<file path="src/rtl/tqvp_edge_capture.sv">
// Edge-triggered timestamp capture: free-running prescaled COUNT, selectable input edge
// pushes COUNT into a small FIFO, register-mapped with a one-cycle registered read path.
module tqvp_edge_capture #(
  parameter int DEPTH = 4
) (
  input  logic        clk,
  input  logic        rst,
  input  logic [7:0]  ui_in,
  output logic [7:0]  uo_out,
  input  logic [5:0]  address,
  input  logic [31:0] data_in,
  input  logic [1:0]  data_write_n,
  input  logic [1:0]  data_read_n,
  output logic [31:0] data_out,
  output logic        data_ready,
  output logic        user_interrupt
);
  localparam int AW = $clog2(DEPTH);
  localparam int LW = AW + 1;

  typedef struct packed {
    logic [7:0] presc;
    logic       irq_en;
    logic [1:0] mode;
    logic [2:0] sel;
    logic       en;
  } ctrl_t;

  ctrl_t          ctrl_q, ctrl_d;
  logic [31:0]    count_q;
  logic [7:0]     presc_q;
  logic           prev_q, ovf_q, tog_q;
  logic [31:0]    mem [DEPTH];
  logic [AW-1:0]  rd_ptr, wr_ptr;
  logic [LW-1:0]  level;

  logic        wr, rd, wr_ctrl, wr_count, wr_status, rd_fifo;
  logic        empty, full, cur_bit, edge_hit, pop, push_ok, ovf_set;
  logic [31:0] wmask, ctrl_img, ctrl_new, status_img, rd_mux;
  logic [2:0]  lvl_sat;

  assign wr        = (data_write_n != 2'b11);
  assign rd        = (data_read_n != 2'b11);
  assign wr_ctrl   = wr && (address == 6'h00);
  assign wr_count  = wr && (address == 6'h04);
  assign wr_status = wr && (address == 6'h0C);
  assign rd_fifo   = rd && (address == 6'h08);

  always_comb begin
    wmask = 32'h0;
    case (data_write_n)
      2'b00:   wmask = 32'h0000_00FF;
      2'b01:   wmask = 32'h0000_FFFF;
      2'b10:   wmask = 32'hFFFF_FFFF;
      default: wmask = 32'h0;
    endcase
  end

  assign ctrl_img = {16'h0, ctrl_q.presc, 1'b0, ctrl_q.irq_en, ctrl_q.mode, ctrl_q.sel, ctrl_q.en};
  assign ctrl_new = (ctrl_img & ~wmask) | (data_in & wmask);
  assign ctrl_d   = '{presc: ctrl_new[15:8], irq_en: ctrl_new[6], mode: ctrl_new[5:4],
                      sel: ctrl_new[3:1], en: ctrl_new[0]};

  assign empty = (level == '0);
  assign full  = (level == LW'(DEPTH));

  always_comb begin
    lvl_sat = (32'(level) > 32'd7) ? 3'd7 : 3'(level);
  end
  assign status_img = {26'h0, ovf_q, full, empty, lvl_sat};

  // A CTRL write suppresses detection so a new SEL/MODE never sees stale history
  assign cur_bit = ui_in[ctrl_q.sel];
  always_comb begin
    edge_hit = 1'b0;
    case (ctrl_q.mode)
      2'b00:   edge_hit = cur_bit & ~prev_q;
      2'b01:   edge_hit = ~cur_bit & prev_q;
      2'b10:   edge_hit = cur_bit ^ prev_q;
      default: edge_hit = 1'b0;
    endcase
    edge_hit = edge_hit & ctrl_q.en & ~wr_ctrl;
  end

  assign pop     = rd_fifo && !empty;
  assign push_ok = edge_hit && (!full || pop);
  assign ovf_set = edge_hit && full && !pop;

  always_comb begin
    rd_mux = 32'h0;
    case (address)
      6'h00:   rd_mux = ctrl_img;
      6'h04:   rd_mux = count_q;
      6'h08:   rd_mux = empty ? 32'h0 : mem[rd_ptr];
      6'h0C:   rd_mux = status_img;
      default: rd_mux = 32'h0;
    endcase
  end

  always_ff @(posedge clk or posedge rst) begin
    if (rst) begin
      ctrl_q <= '0;
      prev_q <= 1'b0;
    end else begin
      if (wr_ctrl) begin
        ctrl_q <= ctrl_d;
        prev_q <= ui_in[ctrl_d.sel];
      end else begin
        prev_q <= cur_bit;
      end
    end
  end

  always_ff @(posedge clk or posedge rst) begin
    if (rst) begin
      count_q <= '0;
      presc_q <= '0;
    end else if (wr_count) begin
      count_q <= (count_q & ~wmask) | (data_in & wmask);
      presc_q <= '0;
    end else if (!ctrl_q.en) begin
      presc_q <= '0;
    end else if (presc_q >= ctrl_q.presc) begin
      presc_q <= '0;
      count_q <= count_q + 32'd1;
    end else begin
      presc_q <= presc_q + 8'd1;
    end
  end

  always_ff @(posedge clk or posedge rst) begin
    if (rst) begin
      rd_ptr <= '0;
      wr_ptr <= '0;
      level  <= '0;
      ovf_q  <= 1'b0;
      tog_q  <= 1'b0;
    end else begin
      if (pop)     rd_ptr <= rd_ptr + AW'(1);
      if (push_ok) wr_ptr <= wr_ptr + AW'(1);
      tog_q <= tog_q ^ push_ok;
      case ({push_ok, pop})
        2'b10:   level <= level + LW'(1);
        2'b01:   level <= level - LW'(1);
        default: level <= level;
      endcase
      // A fresh overflow wins over a same-cycle clear
      if (ovf_set)                      ovf_q <= 1'b1;
      else if (wr_status && data_in[5]) ovf_q <= 1'b0;
    end
  end

  always_ff @(posedge clk) begin
    if (push_ok) mem[wr_ptr] <= count_q;
  end

  always_ff @(posedge clk or posedge rst) begin
    if (rst) begin
      data_ready     <= 1'b0;
      data_out       <= '0;
      user_interrupt <= 1'b0;
    end else begin
      data_ready     <= rd;
      data_out       <= rd ? rd_mux : 32'h0;
      user_interrupt <= ctrl_q.irq_en & (~empty | ovf_q);
    end
  end

  assign uo_out = {5'b0, ovf_q, ~empty, tog_q};

endmodule
</file>
<file path="config.mk">
export PLATFORM = sky130hd
export DESIGN_NAME = tqvp_edge_capture
export DESIGN_NICKNAME = d
export VERILOG_FILES = /design/src/rtl/tqvp_edge_capture.sv
export SDC_FILE = /design/constraint.sdc
export NUM_CORES = 1
export LEC_CHECK = 0
export BUFFER_PORTS_ARGS = -buffer_cell sky130_fd_sc_hd__buf_2
export CELL_PAD_IN_SITES_DETAIL_PLACEMENT = 0
export CELL_PAD_IN_SITES_GLOBAL_PLACEMENT = 2
export CORE_MARGIN = 4
export CORE_UTILIZATION = 42
export DETAILED_ROUTE_END_ITERATION = 16
export GPL_TIMING_DRIVEN = 0
export PLACE_DENSITY = 0.83
export SLEW_MARGIN = 5
export SYNTH_ARGS = -nofsm -noshare
export SYNTH_HDL_FRONTEND = slang
export SYNTH_SLANG_ARGS = --single-unit
export TNS_END_PERCENT = 30
</file>
<file path="constraint.sdc">
create_clock -name clk -period 3.6 [get_ports clk]
set_input_delay 0.18 -clock clk [delete_from_list [all_inputs] [get_ports clk]]
set_output_delay 0.18 -clock clk [all_outputs]
set_load 0.005 [all_outputs]
</file>
==> metrics.md, run 1 <==
| Metric | Value |
|---|---|
| R2r setup slk | `0.20 ns` |
| Commonest cells after routing, fill and taps aside | `128 x edfxtp_1, 99 x dfrtp_1, 91 x buf_2` |
| Worst r2r src | `ctrl_img[1]` |
| Sw frac | `26.1%` |
| H-tree levels | `1` |
| Largest net degree at the start of global routing | `61` |
| Global placer's final weighted congestion | `0.811` |
| CP max stage delay | `0.55 ns` |
| Clock Power Share | `38.0%` |
| Synth Register Bits | `227` |
| CTS tree | `built` |
| Cell Rows | `56` |
| First-pass GRT wire length | `40600 um` |
| Pint | `4830 uW` |
| Die Wd | `163 um` |
| Comb pwr share | `13.9%` |
| Final setup fails | `0` |
| Final Cell Area | `0.0122 mm^2` |
| CTS sink cnt | `227` |
| Max Root-Sink Buffers | `3` |
| Synth Warn # | `0` |
| Fraction of layout cells with a size suffix above 1 | `23.4%` |
| Final ANT Viol Nets | `0` |
| Drt pass-1 iters | `4` |
| Root buffer cell | `clkbuf_16` |
| Worst min path class | `input pin to flop` |
| Final Util | `51.8%` |
| Maxcap violations | `0` |
| Largest area contributor in the netlist | `edfxtp_1` |
| Fin. max-slew vios | `0` |
| Share of the synthesized area in the top cell type | `38.0%` |
| Area grow syn2layout | `20.7%` |
| Placement Cell Area | `0.0111 mm^2` |
| Net Switching | `1700 uW` |
| N_diodes | `0` |
| Number of fill cells | `2067` |
| Worst-skew pair later-pin latency | `0.53 ns` |
| Cell variety after synth | `73` |
| Initial DRC Count | `406` |
| Area contributors post-synth | `edfxtp_1 38%, dfrtp_1 24%, mux4_2 8.0%` |
| GR Overflow Total | `0` |
| Worst setup EP type | `flop` |
| Final WL | `25800 um` |
| F_max | `295 MHz` |
| CP max stage cell | `mux4_2` |
| Final period utilization | `94.3%` |
| CP Cell Sequence | `mux4_2, mux2_2, ha_1, nand2b_1, a21oi_1, o21bai_1, nor2b_1, buf_2, and2_2, buf_12` |
| Clk_skew | `0.00959 ns` |
| Number of flops mapped to enable cells by yosys | `128` |
| PwrDens | `534 mW/mm^2` |
| Most used DFF post-synth | `edfxtp_1` |
| Slew HR | `30.0%` |
| Starting Density | `42.9%` |
| Worst-case reg-to-reg path depth | `10` |
| Static leakage | `0.00478 uW` |
| Core area | `0.0236 mm^2` |
| Most common cell after layout, fill and taps aside | `edfxtp_1` |
| Hold_sp | `data_in[31]` |
| Total CTS buffers | `25` |
| Drt drc | `0` |
| Worst hold path depth | `4` |
| Sequential area share after synthesis | `62.4%` |
| Asr flop ratio synth | `43.6%` |
| # IOs | `94` |
| Worst-margin pin slew | `1.05 ns` |
| DIE AREA | `0.0267 mm^2` |
| Critical Path RT | `3.83 ns` |
| Startpoint class of the critical path | `flop` |
| Worst-path clk slew | `0.06 ns` |
| Status | `finished, final reports clean` |
| Layout Nets | `970` |
| HPWL Detailed | `17500 um` |
| Avg Vias per Cell | `5.40` |
| Sequential power share | `48.0%` |
| Via count | `6678` |
| Setup CP Type | `flop to flop` |
| Crit path max fanout | `21` |
| Die H | `163 um` |
| CP delay by family, top | `multiplexers` |
| Initial antenna violation count | `0` |
| Tmin final | `3.40 ns` |
| Synth Cell Area | `0.0101 mm^2` |
| Mapped Cells | `744` |
| Syn_area_per_cell | `13.6 um^2` |
| Worst vdd ir | `378 uV` |
| Endpoints failing hold | `0` |
| RSZ-0062 raised after global routing | `false` |
| Wirelength per Cell | `20.8 um` |
| Vias in the first global route | `6806` |
| Total GRT Usage | `19.7%` |
| Reg-to-Reg End | `mem[1][15]` |
| Buf+Inv Stages, Crit Path | `2` |
| Port bufs | `86` |
| WP data arrival | `3.63 ns` |
| Setup_tns | `0 ns` |
==> kinds of logic after synthesis <==
family          synth area share, %
compound gates                 9.97
xor+xnor                       1.47
fa+ha+maj                      2.42
buf+inv                        2.98
flops                          62.4
mux                            10.2
other cells                  0.0370
simple gates                   10.5
==> cells in the mapped netlist (6+ instances only) <==
cell type	number
xor2_1	8
mux4_2	36
edfxtp_1	128
buf_4	8
clkbuf_1	23
a21oi_1	18
a21o_1	6
nand4_1	7
mux2_2	10
o211ai_1	10
dfrtp_1	99
and3_1	8
nand2_1	58
a22oi_1	33
ha_1	18
mux2i_1	10
and2_1	6
nand3_1	33
nor2_1	55
xnor2_1	9
inv_1	24
o21ai_0	44
==> power groups by stage <==
stage                     Sequential [uW]  Clock [uW]  Combinational (uW)
after global routing                 3160        2660                1020
after global placement               3180           0                 866
final                                3130        2480                 910
after detailed placement             3190           0                 895
after CTS                            3140        2530                 929
after floorplan                      3120           0                 648
==> tightest hold or removal path: stages <==
cell     delay (ns)
buf_2          0.09
nand2_1        0.06
o31a_1         0.12
o21ai_0        0.07
==> per-stage QoR <==
step	setup slack, ns	hold slack (ns)	power [uW]	instances
after floorplan	0.288	0.293	3770	748
after global routing	0.00719	0.0392	6840	1237
after detailed placement	0.190	0.222	4080	1158
after global placement	-0.790	0.399	4050	1153
after CTS	0.167	0.00424	6600	1237
final	0.205	0.0274	6530	1237
==> area by class of cell <==
type | count | area (um^2) | area share (%)
tap | 319 | 399 | 3.27
timing repair buffer | 124 | 868 | 7.11
sequential | 227 | 6320 | 51.7
inverter | 24 | 95.1 | 0.778
clock buffer | 34 | 689 | 5.64
clock inverter | 12 | 111 | 0.911
multi-input combinational | 455 | 3520 | 28.8
buffer | 42 | 211 | 1.73
==> layer usage <==
metal	global-route usage (%)	vias up	wire length, um
met1	29.3	3352	11800
met3	2.80	28	1300
met2	31.5	176	12200
li1	-	3122	-
met4	3.70	0	432
met5	0	-	0
==> how the worst max path moves through the flow <==
stage	endpoint	depth (start not counted)	start	slack, ns
floorplan	mem[0][0]	9	ctrl_img[1]	0.29
global placement	tog_q	2	rst	-0.79
detailed placement	mem[0][15]	8	address[1]	0.19
CTS	mem[0][15]	10	ctrl_img[1]	0.17
global route	mem[1][15]	10	ctrl_img[1]	0.007
finish	mem[1][15]	10	ctrl_img[1]	0.20
==> timing repair <==
action / CTS / global route
hold buffers: 33 / 0
resized for setup: 0 / 1
hold endpoints to repair: 84 / 0
buffers inserted: 0 / 0
endpoints found under the setup margin: 0 / 21
Note: power is estimated with default switching activity, not from simulation.
==> run 2, diff against run 1 <==
MAX_ROUTING_LAYER = met4   (was unset)
==> metrics.md, run 2 (synthesis results as in run 1) <==
| Metric | Value |
|---|---|
| Startpoint class of the critical path | `flop (unchanged)` |
| Area grow syn2layout | `20.7% (unchanged)` |
| Static leakage | `0.00478 uW (unchanged)` |
| Vias in the first global route | `6824 (was 6806)` |
| Worst min path class | `input pin to flop (unchanged)` |
| DIE AREA | `0.0267 mm^2 (unchanged)` |
| RSZ-0062 raised after global routing | `false (unchanged)` |
| Endpoints failing hold | `0 (unchanged)` |
| Worst r2r src | `ctrl_img[1] (unchanged)` |
| Power Total | `6530 uW (about the same)` |
| Worst hold path depth | `4 (unchanged)` |
| Final period utilization | `94.6% (was 94.3%)` |
| Largest net degree at the start of global routing | `61 (unchanged)` |
| Core area | `0.0236 mm^2 (unchanged)` |
| Fin. max-slew vios | `0 (unchanged)` |
| Setup CP Type | `flop to flop (unchanged)` |
| Hold_sp | `data_in[31] (unchanged)` |
| Initial antenna violation count | `0 (unchanged)` |
| Final Util | `51.8% (unchanged)` |
| Status | `finished, final reports clean (unchanged)` |
| Commonest cells after routing, fill and taps aside | `128 x edfxtp_1, 99 x dfrtp_1, 91 x buf_2 (unchanged)` |
| HPWL Detailed | `17500 um (unchanged)` |
| Maxcap violations | `0 (unchanged)` |
| CTS tree | `built (unchanged)` |
| Max Root-Sink Buffers | `3 (unchanged)` |
| Cell Count, Final, Fillers Out | `1237 (unchanged)` |
| Tmin final | `3.40 ns (about the same)` |
| F_max | `294 MHz (was 295 MHz)` |
| Final setup fails | `0 (unchanged)` |
| N_diodes | `0 (unchanged)` |
| Worst-margin pin slew | `1.03 ns (was 1.05 ns)` |
| Cell Rows | `56 (unchanged)` |
| Final ANT Viol Nets | `0 (unchanged)` |
| Global placer's final weighted congestion | `0.823 (was 0.811)` |
| Crit path max fanout | `21 (unchanged)` |
| Slew HR | `31.6% (was 30.0%)` |
| Port bufs | `86 (unchanged)` |
| Initial DRC Count | `432 (was 406)` |
| Total CTS buffers | `25 (unchanged)` |
| H-tree levels | `1 (unchanged)` |
| Via count | `6699 (was 6678)` |
| Wirelength per Cell | `20.8 um (about the same)` |
| Clk_skew | `0.00855 ns (was 0.00959 ns)` |
| Die Wd | `163 um (unchanged)` |
| GR Overflow Total | `0 (unchanged)` |
| Hold WS | `0.0266 ns (was 0.0274 ns)` |
| PwrDens | `534 mW/mm^2 (about the same)` |
| Total GRT Usage | `20.3% (was 19.7%)` |
| Reg-to-Reg End | `mem[1][15] (unchanged)` |
| R2r setup slk | `0.20 ns (about the same)` |
| DP Cell Count | `1158 (unchanged)` |
| Critical Path RT | `3.83 ns (about the same)` |
| Final WL | `25700 um (was 25800 um)` |
| Avg Vias per Cell | `5.42 (was 5.40)` |
| WP data arrival | `3.64 ns (was 3.63 ns)` |
| First-pass GRT wire length | `40600 um (about the same)` |
| Layout Nets | `970 (unchanged)` |
| Starting Density | `42.9% (unchanged)` |
| Die H | `163 um (unchanged)` |
| Worst-case reg-to-reg path depth | `10 (unchanged)` |
| Most common cell after layout, fill and taps aside | `edfxtp_1 (unchanged)` |
| Root buffer cell | `clkbuf_16 (unchanged)` |
| # IOs | `94 (unchanged)` |
| Setup Buffers After CTS | `0 (unchanged)` |
| Worst vdd ir | `379 uV (was 378 uV)` |
| Setup_tns | `0 ns (unchanged)` |
| Fraction of layout cells with a size suffix above 1 | `23.4% (unchanged)` |
| CTS sink cnt | `227 (unchanged)` |
| Drt drc | `0 (unchanged)` |
| Worst-path clk slew | `0.06 ns (about the same)` |
| Worst-skew pair later-pin latency | `0.54 ns (was 0.53 ns)` |
| Drt pass-1 iters | `6 (was 4)` |
| Worst setup EP type | `flop (unchanged)` |
run 2: cell counts in the layout (fill, tap and decap cells not counted):
Identical to the previous run, type by type.
run 2: worst max-delay path by stage:
| stage | start | end | slack, ns | cells past startpoint |
|---|---|---|---|---|
| after floorplan | ctrl_img[1] | mem[0][0] | 0.29 | 9 |
| final | ctrl_img[1] | mem[1][15] | 0.20 | 10 |
| after global placement | rst | tog_q | -0.79 | 2 |
| after CTS | ctrl_img[1] | mem[0][15] | 0.17 | 10 |
| after global routing | ctrl_img[1] | mem[1][15] | 0.007 | 10 |
| after detailed placement | address[1] | mem[0][15] | 0.19 | 8 |
run 2: metal layers:
metal,wire length [um],share of wire [%],GRT usage [%]
met1,11700,46,29.3
met4,461,1.8,3.70
met2,12200,47,31.5
met5,0,0,-
met3,1400,5.4,2.75
run 2: where the power goes:
part / leakage (uW) / switching (uW) / total [uW] / internal [uW]
clock: 0.000381 / 1050 / 2480 / 1430
combinational: 0.00191 / 460 / 910 / 451
sequential: 0.00249 / 187 / 3140 / 2950
run 2: worst max-delay path, stage by stage, from the launching register on:
cell	delay (ns)
dfrtp_1	0.50
mux4_2	0.55
mux2_2	0.31
ha_1	0.28
nand2b_1	0.14
a21oi_1	0.13
o21bai_1	0.14
nor2b_1	0.12
buf_2	0.22
and2_2	0.44
buf_12	0.24
run 2: stage by stage:
stage	worst slack, ns	instance area, um^2
4_1_cts	0.167	12200
6_report	0.195	12200
2_1_floorplan	0.288	10100
5_1_grt	0.00705	12200
3_3_place_gp	-0.790	11000
3_5_place_dp	0.190	11100
run 2: timing repair:
item	in CTS	in global routing
hold buffers	33	0
resized for setup	0	1
hold endpoints to repair	84	0
setup endpoints to repair	0	21
run 2: cell type report:
cell class	instances	area, um^2
flip-flops and latches	227	6320
clock inverters	12	111
clock buffers	34	689
repair buffers	124	868
well taps	319	399
multi-input cells	455	3520
plain buffers	42	211
inverters	24	95.1
fillers	2067	11400
==> run 3, diff against run 2 <==
REMOVE_ABC_BUFFERS = 1   (was unset)
==> metrics.md, run 3 (synthesis results as in run 1) <==
| Metric | Value |
|---|---|
| Status | `finished, final reports clean (unchanged)` |
| Starting Density | `42.9% (unchanged)` |
| Vias in the first global route | `6777 (was 6824)` |
| Static leakage | `0.00477 uW (was 0.00478 uW)` |
| Initial DRC Count | `471 (was 432)` |
| Tmin final | `3.28 ns (was 3.40 ns)` |
| # IOs | `94 (unchanged)` |
| Reg-to-Reg End | `mem[3][21] (was mem[1][15])` |
| CTS sink cnt | `227 (unchanged)` |
| Final ANT Viol Nets | `0 (unchanged)` |
| Clk_skew | `0.0146 ns (was 0.00855 ns)` |
| Setup CP Type | `flop to flop (unchanged)` |
| Most common cell after layout, fill and taps aside | `edfxtp_1 (unchanged)` |
| Cell Count, Final, Fillers Out | `1199 (was 1237)` |
| Met1 usage | `26.1% (was 29.3%)` |
| Final setup fails | `0 (unchanged)` |
| DIE AREA | `0.0267 mm^2 (unchanged)` |
| DP Cell Count | `1124 (was 1158)` |
| Drt drc | `0 (unchanged)` |
| Via count | `6589 (was 6699)` |
| Startpoint class of the critical path | `flop (unchanged)` |
| Total CTS buffers | `25 (unchanged)` |
| Port bufs | `88 (was 86)` |
| Die H | `163 um (unchanged)` |
| Worst-path clk slew | `0.06 ns (about the same)` |
| Maxcap violations | `0 (unchanged)` |
| Worst vdd ir | `221 uV (was 379 uV)` |
| HPWL Detailed | `16800 um (was 17500 um)` |
| Initial antenna violation count | `0 (unchanged)` |
| CTS tree | `built (unchanged)` |
| Worst-skew pair later-pin latency | `0.51 ns (was 0.54 ns)` |
| Post-place setup slack | `-0.550 ns (was 0.190 ns)` |
| Worst r2r src | `ctrl_img[1] (unchanged)` |
| Root buffer cell | `clkbuf_16 (unchanged)` |
| Crit path max fanout | `17 (was 21)` |
| Met3 Resource Use GR | `2.32% (was 2.75%)` |
| Worst-case reg-to-reg path depth | `9 (was 10)` |
| Global placer's final weighted congestion | `0.828 (was 0.823)` |
| Max Root-Sink Buffers | `3 (unchanged)` |
| Slew HR | `30.6% (was 31.6%)` |
| Final period utilization | `91.2% (was 94.6%)` |
| Setup Buffers After CTS | `0 (unchanged)` |
| Final WL | `24400 um (was 25700 um)` |
| WP data arrival | `3.50 ns (was 3.64 ns)` |
| First-pass GRT wire length | `38700 um (was 40600 um)` |
| Cell Rows | `56 (unchanged)` |
| Area grow syn2layout | `20.4% (was 20.7%)` |
| F_max | `305 MHz (was 294 MHz)` |
| Commonest cells after routing, fill and taps aside | `128 x edfxtp_1, 97 x dfrtp_1, 88 x buf_2 (was 128 x edfxtp_1, 99 x dfrtp_1, 91 x buf_2)` |
| Worst-margin pin slew | `1.04 ns (was 1.03 ns)` |
| Hold WS | `0.0259 ns (was 0.0266 ns)` |
| N_diodes | `0 (unchanged)` |
| Layout Nets | `934 (was 970)` |
| RSZ-0062 raised after global routing | `false (unchanged)` |
| Wirelength per Cell | `20.4 um (was 20.8 um)` |
| Drt pass-1 iters | `5 (was 6)` |
| Fraction of layout cells with a size suffix above 1 | `24.1% (was 23.4%)` |
| Hold_sp | `data_in[29] (was data_in[31])` |
| H-tree levels | `1 (unchanged)` |
| GR Overflow Total | `0 (unchanged)` |
| Critical Path RT | `3.81 ns (was 3.83 ns)` |
| R2r setup slk | `0.32 ns (was 0.20 ns)` |
| GRT met2 Usage | `31.5% (about the same)` |
| Worst hold path depth | `3 (was 4)` |
| Endpoints failing hold | `0 (unchanged)` |
| PwrDens | `543 mW/mm^2 (was 534 mW/mm^2)` |
| Total GRT Usage | `19.1% (was 20.3%)` |
| Avg Vias per Cell | `5.50 (was 5.42)` |
| Fin. max-slew vios | `0 (unchanged)` |
| Die Wd | `163 um (unchanged)` |
| Largest net degree at the start of global routing | `64 (was 61)` |
| Core area | `0.0236 mm^2 (unchanged)` |
| Fin worst setup slack | `0.317 ns (was 0.195 ns)` |
| Worst min path class | `input pin to flop (unchanged)` |
| GR peak layer | `met2 (unchanged)` |
| Worst setup EP type | `flop (unchanged)` |
## run 3: cell types whose count changed in the layout (fill, tap and decap cells not counted), sizes merged
cell / delta
clkinv: +4
clkbuf: -28
inv: -2
buf: -10
bufinv: +3
dlygate4sd3: -2
clkinvlp: -3
## run 3: stage by stage
step / utilization (%) / area (um^2) / setup TNS, ns / power (uW)
after global routing: 51.6 / 12200 / 0 / 6920
after CTS: 51.6 / 12200 / 0 / 6680
after global placement: 45.6 / 10800 / -294.43 / 3990
final: 51.6 / 12200 / 0 / 6610
after floorplan: - / 9930 / 0 / 3730
after detailed placement: 46.7 / 11000 / -57.64 / 4060
## run 3: how the worst max path moves through the flow
stage | from | end | slack (ns)
2_1_floorplan | ctrl_img[1] | mem[0][0] | 0.09
3_3_place_gp | address[1] | mem[0][19] | -1.75
3_5_place_dp | address[1] | mem[2][21] | -0.55
4_1_cts | ctrl_img[1] | mem[0][16] | 0.01
5_1_grt | ctrl_img[1] | mem[3][16] | 0.17
6_report | ctrl_img[1] | mem[3][21] | 0.32
## run 3: layer usage
layer  wire length, um  vias up
met2             12200      178
met4               295        0
met3              1050       25
met5                 0        -
met1             10900     3340
li1                  -     3046
## run 3: repair_timing
action,in CTS,in global routing
gates resized for setup,3,3
hold buffers,31,0
hold endpoints to repair,75,0
gates cloned,0,0
setup endpoints to repair,127,36
## run 3: worst max-delay path, cell delays in order (launching register included)
cell      delay [ns]
dfrtp_1         0.47
mux4_2          0.52
mux2_2          0.32
ha_1            0.28
nand2b_1        0.14
a21oi_1         0.13
o21bai_1        0.18
nor2b_4         0.31
and2_4          0.41
buf_16          0.21
## run 3: cell type report
type / count / area (um^2)
flip-flops and latches: 227 / 6320
clock inverters: 14 / 180
repair buffers: 130 / 988
inverters: 24 / 95.1
fillers: 2046 / 11400
clock buffers: 30 / 654
well taps: 319 / 399
multi-input cells: 455 / 3550
## run 3: report_power, final
group / total (uW) / switching [uW] / internal [uW]
sequential: 3170 / 226 / 2950
combinational: 858 / 404 / 455
clock: 2580 / 1000 / 1580
